$ cat src/rtl/serial_mod_checker_ctrl.sv
//============================================================================
// Module   : serial_mod_checker_ctrl
// Purpose  : Accepts a WIDTH-bit word over a valid/ready handshake, feeds it
//            MSB-first through a serial remainder state machine and reports
//            whether the word is divisible by DIVISOR.
// Ports    : clk, reset        - clock, synchronous active-high reset
//            start_valid/ready - word handshake (accept on valid && ready)
//            data_in           - word to check, sampled on the accept edge
//            busy, bit_cnt     - shifting in progress / bits remaining
//            done              - one-cycle result strobe
//            divisible         - registered result (1 = word mod DIVISOR == 0)
//            serial_bit        - bit currently fed to the remainder logic
//            remainder_out     - word mod DIVISOR (only with
//                                SERIAL_MOD_REM_OUT_EN defined)
// Options  : `define SERIAL_MOD_REM_OUT_EN adds the remainder_out port.
// Revision : 1.0 - initial release
//============================================================================
`default_nettype none

module serial_mod_checker_ctrl #(
    parameter int WIDTH   = 8,
    parameter int DIVISOR = 3
) (
    input  logic                         clk,
    input  logic                         reset,
    input  logic                         start_valid,
    output logic                         start_ready,
    input  logic [WIDTH-1:0]             data_in,
    output logic                         busy,
    output logic [$clog2(WIDTH+1)-1:0]   bit_cnt,
    output logic                         done,
    output logic                         divisible,
    output logic                         serial_bit
`ifdef SERIAL_MOD_REM_OUT_EN
    ,
    output logic [$clog2(DIVISOR)-1:0]   remainder_out
`endif
);

    localparam int REM_W = $clog2(DIVISOR);
    localparam int CNT_W = $clog2(WIDTH + 1);

    localparam logic [CNT_W-1:0] c_width   = CNT_W'(WIDTH);
    localparam logic [CNT_W-1:0] c_cnt_one = CNT_W'(1);
    localparam logic [REM_W:0]   c_divisor = (REM_W + 1)'(DIVISOR);

    typedef enum logic [1:0] {
        ST_IDLE  = 2'd0,
        ST_SHIFT = 2'd1,
        ST_DONE  = 2'd2
    } state_t;

    state_t             r_state;
    state_t             w_state_nxt;
    logic [WIDTH-1:0]   r_shift;
    logic [REM_W-1:0]   r_rem;
    logic [CNT_W-1:0]   r_bit_cnt;
    logic               r_divisible;
    logic               w_accept;
    logic               w_last_bit;
    logic [REM_W:0]     w_t;
    logic [REM_W-1:0]   w_rem_nxt;

    // State register
    always_ff @(posedge clk) begin
        if (reset) begin
            r_state <= ST_IDLE;
        end else begin
            r_state <= w_state_nxt;
        end
    end

    // Next-state and handshake/status outputs
    always_comb begin
        w_state_nxt = r_state;
        start_ready = 1'b0;
        busy        = 1'b0;
        done        = 1'b0;
        case (r_state)
            ST_IDLE: begin
                start_ready = 1'b1;
                if (start_valid) begin
                    w_state_nxt = ST_SHIFT;
                end
            end
            ST_SHIFT: begin
                busy = 1'b1;
                if (w_last_bit) begin
                    w_state_nxt = ST_DONE;
                end
            end
            ST_DONE: begin
                // Accepting here chains straight into the next word.
                start_ready = 1'b1;
                done        = 1'b1;
                w_state_nxt = start_valid ? ST_SHIFT : ST_IDLE;
            end
            default: begin
                w_state_nxt = ST_IDLE;
            end
        endcase
    end

    assign w_accept   = start_valid && start_ready;
    assign w_last_bit = (r_bit_cnt == c_cnt_one);

    // Remainder step: t = 2*rem + bit is always < 2*DIVISOR, so one
    // conditional subtract brings it back into range.
    assign w_t       = {r_rem, r_shift[WIDTH-1]};
    assign w_rem_nxt = (w_t >= c_divisor) ? REM_W'(w_t - c_divisor) : REM_W'(w_t);

`ifdef SERIAL_MOD_REM_OUT_EN
    logic [REM_W-1:0] r_rem_out;
`endif

    // Datapath: shift register, running remainder, bit counter, result
    always_ff @(posedge clk) begin
        if (reset) begin
            r_shift     <= '0;
            r_rem       <= '0;
            r_bit_cnt   <= '0;
            r_divisible <= 1'b0;
`ifdef SERIAL_MOD_REM_OUT_EN
            r_rem_out   <= '0;
`endif
        end else if (w_accept) begin
            // The previous result is deliberately left standing here.
            r_shift   <= data_in;
            r_rem     <= '0;
            r_bit_cnt <= c_width;
        end else if (r_state == ST_SHIFT) begin
            r_shift   <= {r_shift[WIDTH-2:0], 1'b0};
            r_rem     <= w_rem_nxt;
            r_bit_cnt <= r_bit_cnt - c_cnt_one;
            if (w_last_bit) begin
                r_divisible <= (w_rem_nxt == '0);
`ifdef SERIAL_MOD_REM_OUT_EN
                r_rem_out   <= w_rem_nxt;
`endif
            end
        end
    end

    assign bit_cnt    = r_bit_cnt;
    assign divisible  = r_divisible;
    assign serial_bit = r_shift[WIDTH-1];
`ifdef SERIAL_MOD_REM_OUT_EN
    assign remainder_out = r_rem_out;
`endif

endmodule

`default_nettype wire
$ cat config.mk
export PLATFORM = sky130hd
export DESIGN_NAME = serial_mod_checker_ctrl
export DESIGN_NICKNAME = d
export VERILOG_FILES = /design/src/rtl/serial_mod_checker_ctrl.sv
export SDC_FILE = /design/constraint.sdc
export NUM_CORES = 1
export LEC_CHECK = 0
export ABC_CLOCK_PERIOD_IN_PS = 2350
export CORE_MARGIN = 8
export CORE_UTILIZATION = 45
export CTS_BUF_LIST = sky130_fd_sc_hd__clkbuf_8
export DETAILED_ROUTE_END_ITERATION = 8
export PLACE_DENSITY = 0.76
export SYNTH_ARGS = -nofsm -noshare
export SYNTH_HDL_FRONTEND = slang
export SYNTH_SLANG_ARGS = --single-unit
$ cat constraint.sdc
create_clock -name clk -period 2.35 [get_ports clk]
set_clock_uncertainty 0.15 [all_clocks]
set_input_delay 0.5875 -clock clk [delete_from_list [all_inputs] [get_ports clk]]
set_output_delay 0.5875 -clock clk [all_outputs]
set_load 0.05 [all_outputs]
== Word level (Yosys, flattened, before mapping) ==
Index checks and enable logic that the tools add are counted.
Operators by class
  reductions and logical operators: 8
  equal/unequal tests: 5
  mux-type cells: 12
  bitwise gates (word level): 1
  $add $sub $neg: 2
  order comparisons: 1
Operators by type and width (number)
  $mux 8: 2
  $mux 4: 2
  $mux 2: 3
  $pmux 2 s3: 1
  $eq 4x1->1 const B: 1
  $logic_not 2->1: 2
  $mux 1: 4
  $ne 2x2->1 const B: 2
  $reduce_or 2->1: 2
  $sub 4x1->4 const B: 1
  $ge 3x2->1 const B: 1
  $reduce_and 3->1: 1
  $eq 2x1->1 const B: 1
  $eq 2x2->1 const B: 1
  $reduce_and 2->1: 1
  $reduce_bool 2->1: 1
  $sub 2x2->2 const B: 1
  $logic_and 1x1->1: 1
  $not 1->1: 1
Storage, ports and cells
  bits in registers: 17
  logic and storage cells: 35
  output and inout port bits: 9

== Logic depth before layout (Yosys ltp) ==
  depth after elaboration: 6
  gate-level depth with buffers: 5

== Worst setup path before layout ==
Ideal clock, no wire load.
  path kind: register to register
  start point: register r_bit_cnt[0] (netlist: bit_cnt[0])
  end point: register r_divisible (netlist: divisible)
  cell stages (with the launch flop): 4
  path buffers: 0
  setup slack: 0.485 ns
  library setup time: 0.122 ns
  clock period less this slack: 1.865 ns
  required time: 2.078 ns
  arrival: 1.593 ns
  cells stage by stage: dfxtp_1 -> ha_1 -> or3b_1 -> o311a_1
On the way
  longest elaborated chain between the ends: 2
RTL lines
  start: declaration: line 57  | logic [CNT_W-1:0] r_bit_cnt;
  start signal: assignment: line 130  | r_bit_cnt <= c_width;
  start signal: assignment: line 134  | r_bit_cnt <= r_bit_cnt - c_cnt_one;
  $eq 4x1->1: line 105  | assign w_last_bit = (r_bit_cnt == c_cnt_one);
  $reduce_and 3->1 (no line)
  end signal: assignment: line 136  | r_divisible <= (w_rem_nxt == '0);
  end: declaration: line 58  | logic r_divisible;
No other way between the ends.
A chain may end at the register's enable or synchronous reset.

== Worst setup path in the final report ==
  start point: register r_bit_cnt[0] (netlist: bit_cnt[0])
  end point: output bit_cnt[0]
RTL lines
  end: declaration: line 30  | output logic [$clog2(WIDTH+1)-1:0] bit_cnt,
No word-level cell between the ends.

==> metrics.yaml <==
run_status:
  status: "completed"
finish:
  diodes: 0
  syn_to_final_growth_pct: 34.1
  regArea_um2: 340
  multi_input_area_um2: 392
  drive_above_1_share: 0.118
  num-nets-final: 125
  finish.instance_area_um2: 1040
  fillers: 135
clocking:
  h-tree-depth: 1
  clk_latency_ps: 250
  cts_buffers: 3
  cts_sinks: 17
  cts_setup_buffers: 0
  cts-root-buf: "clkbuf_8"
  path_clk_slew_ps: 60
  cts-resized-gates: 0
  clk_path_buf_depth: 2
  cts_tree: "done"
  cts_hold_buf: 0
synthesis:
  yosysWarningCount: 0
  synth_area_leaders: "dfxtp_1, nor3_1, ha_1"
  yosys.area.top_type: "dfxtp_1"
  synth_seq_area_share: 0.438
  async_flop_share: 0
  syn_nets: 102
  synthCells: 88
  synth.top_cells.by_count: "dfxtp_1, nor3_1, a21oi_1"
  synth_edf_count: 0
  yosysMostFrequentCell: "dfxtp_1"
  syn_area_um2: 777
  ys_types: 27
  ys_seq_elements: 17
  postSynthAreaPerCell_um2: 8.83
  synth_top_area_frac: 0.438
  yosys_most_used_dff: "dfxtp_1"
critical_path:
  cp-end-kind: "output pin"
  slowest_stage: "clkdlybuf4s50_1"
  max_stage_delay_ps: 830
  startpoint_type: "flop"
  path_max_fanout: 5
  r2r_slack_ps: 750
  reg2regPathDepth: 3
  r2r_end: "r_rem[0]"
  cp.arrival_ps: 1470
  path_cells: "clkdlybuf4s50_1"
  critPathRequiredTime_ps: 1610
  timing.rr.start: "r_shift[7]"
  cp_top_family: "buffers and inverters"
  critical_path_class: "reg -> out"
  worst-path-buf-inv: 1
worst_hold_path:
  min_path_cells: 2
  min_path_type: "reg -> reg"
  whs_endpoint: "r_shift[6]"
  min-delay-start: "r_shift[6]"
grt:
  grt_start_max_net_pins: 18
  grt_pass1_wl_mm: 2.78
  grt_antenna_before_repair: 0
  grt-ovfl-total: 0
  grt_pass1_vias: 640
  grt_util_all_layers: 0.108
route:
  wl_per_cell_um: 13.0
  drt-total-wl_mm: 1.65
  vias: 697
  drt_iter0_markers: 6
  drc: 0
  dr.pass1.iters: 5
  postRouteAntennaNets: 0
  viasPerCell: 5.49
power:
  combPwrFrac: 0.247
  switchingPower_uw: 211
  p_leak_uw: 0.000410
  clkPwrFrac: 0.293
  swShare: 0.296
  p_seq_frac: 0.460
  p_total_uw: 713
  power.internal_uw: 502
  p_per_area_nw_per_um2: 684
  irDropWorstVdd_uv: 336
placed_design:
  globalplace.congestion: 0.806
  io_buffers: 19
  dp_hpwl_mm: 1.23
  placed_area_um2: 997
floorplanning:
  die_height_um: 57.6
  core_um2: 1670
  fp-row-count: 15
  initial_utilization: 0.465
  die_w_um: 57.6
  die-area_um2: 3310
  pin_count: 20
timing:
  worstMarginPinSlew_ps: 505
  hold_violations: 0
  tns_ps: 0
  fin_crit_ps: 2210
  drv_slew: 0
  max_slew_margin: 0.662
  rsz0062_at_grt: "false"
  fmax_ghz: 0.453
  timing.final.crit_share: 0.939
  finalSetupViolations: 0
flow_run:
  maxCapViolations: 0
-- kinds of logic after synthesis --
family                     count (synthesis)  share of synthesized area
buffers and inverters                     10                     0.0580
muxes                                      2                     0.0258
AOI/OAI and AO/OA                         20                      0.185
xor gates and xnor gates                   1                     0.0113
adders and majority gates                  3                     0.0483
and+or+nand+nor                           35                      0.234
DFF                                       17                      0.438
-- power groups by stage --
stage          combinational, uW  sequential (uW)  clock (uW)
3_5_place_dp                 177              334           0
3_3_place_gp                 175              333           0
6_report                     176              328         209
5_1_grt                      192              331         227
2_1_floorplan               90.8              357           0
4_1_cts                      178              328         215
-- worst max path at each step --
stage                      startpoint    endpoint  slack, ps  depth (start not counted)
after floorplan            bit_cnt[0]   divisible        480                          3
final                      bit_cnt[0]  bit_cnt[0]        140                          1
after global routing       bit_cnt[0]  bit_cnt[0]        100                          1
after global placement     bit_cnt[0]  bit_cnt[0]        410                          1
after CTS                  bit_cnt[0]  bit_cnt[0]        130                          1
after detailed placement  start_valid  bit_cnt[1]        400                          4
-- placed cells by master (no fill, tap or decap) --
master / instances
dfxtp_1: 17
clkdlybuf4s50_1: 16
nor3_1: 13
a21oi_1: 6
buf_4: 6
inv_1: 5
nand2_1: 5
nor2_1: 5
nand2b_1: 3
o22ai_1: 3
a22oi_1: 3
nand3_1: 3
ha_1: 3
clkbuf_8: 3
nor2b_1: 2
a311oi_1: 2
mux2i_1: 2
o21bai_1: 2
a211oi_1: 2
inv_2: 1
or4b_1: 1
a311oi_2: 1
or3b_1: 1
or2_2: 1
nand3b_1: 1
xor2_1: 1
o311a_1: 1
buf_12: 1
-- worst reg2reg max path, cell delays in order (launching register included) --
cell and delay (ps):
dfxtp_1 370, ha_1 270, or4b_1 500, a311oi_2 240
-- routing by layer --
metal  vias to the layer above  GRT usage  wire length (um)
met1                       309      0.131               828
li1                        361          -                 -
met4                         0     0.0643                29
met3                         4     0.0381               117
met2                        23      0.158               675
met5                         -          0                 0
-- sequential cells by signal, summed over array words and instances, names as in the netlist --
signal / flops
r_shift: 8
r_rem: 2
r_state: 2
divisible: 1
bit_cnt: 4
-- final cells by class --
type | instances | area share
timing repair buffer | 23 | 0.216
clock buffer | 3 | 0.0396
clock inverter | 1 | 0.00360
multi-input combinational | 61 | 0.376
tap | 17 | 0.0204
inverter | 5 | 0.0180
sequential | 17 | 0.327
-- per-stage QoR --
stage	setup slack, ps	hold WS, ps	instances	utilization
6_report	145	325	127	0.624
5_1_grt	97.0	361	127	0.624
4_1_cts	130	328	127	0.624
3_5_place_dp	400	319	123	0.597
3_3_place_gp	412	309	123	0.597
2_1_floorplan	485	298	88	-
Power figures use the tool's default switching activity.
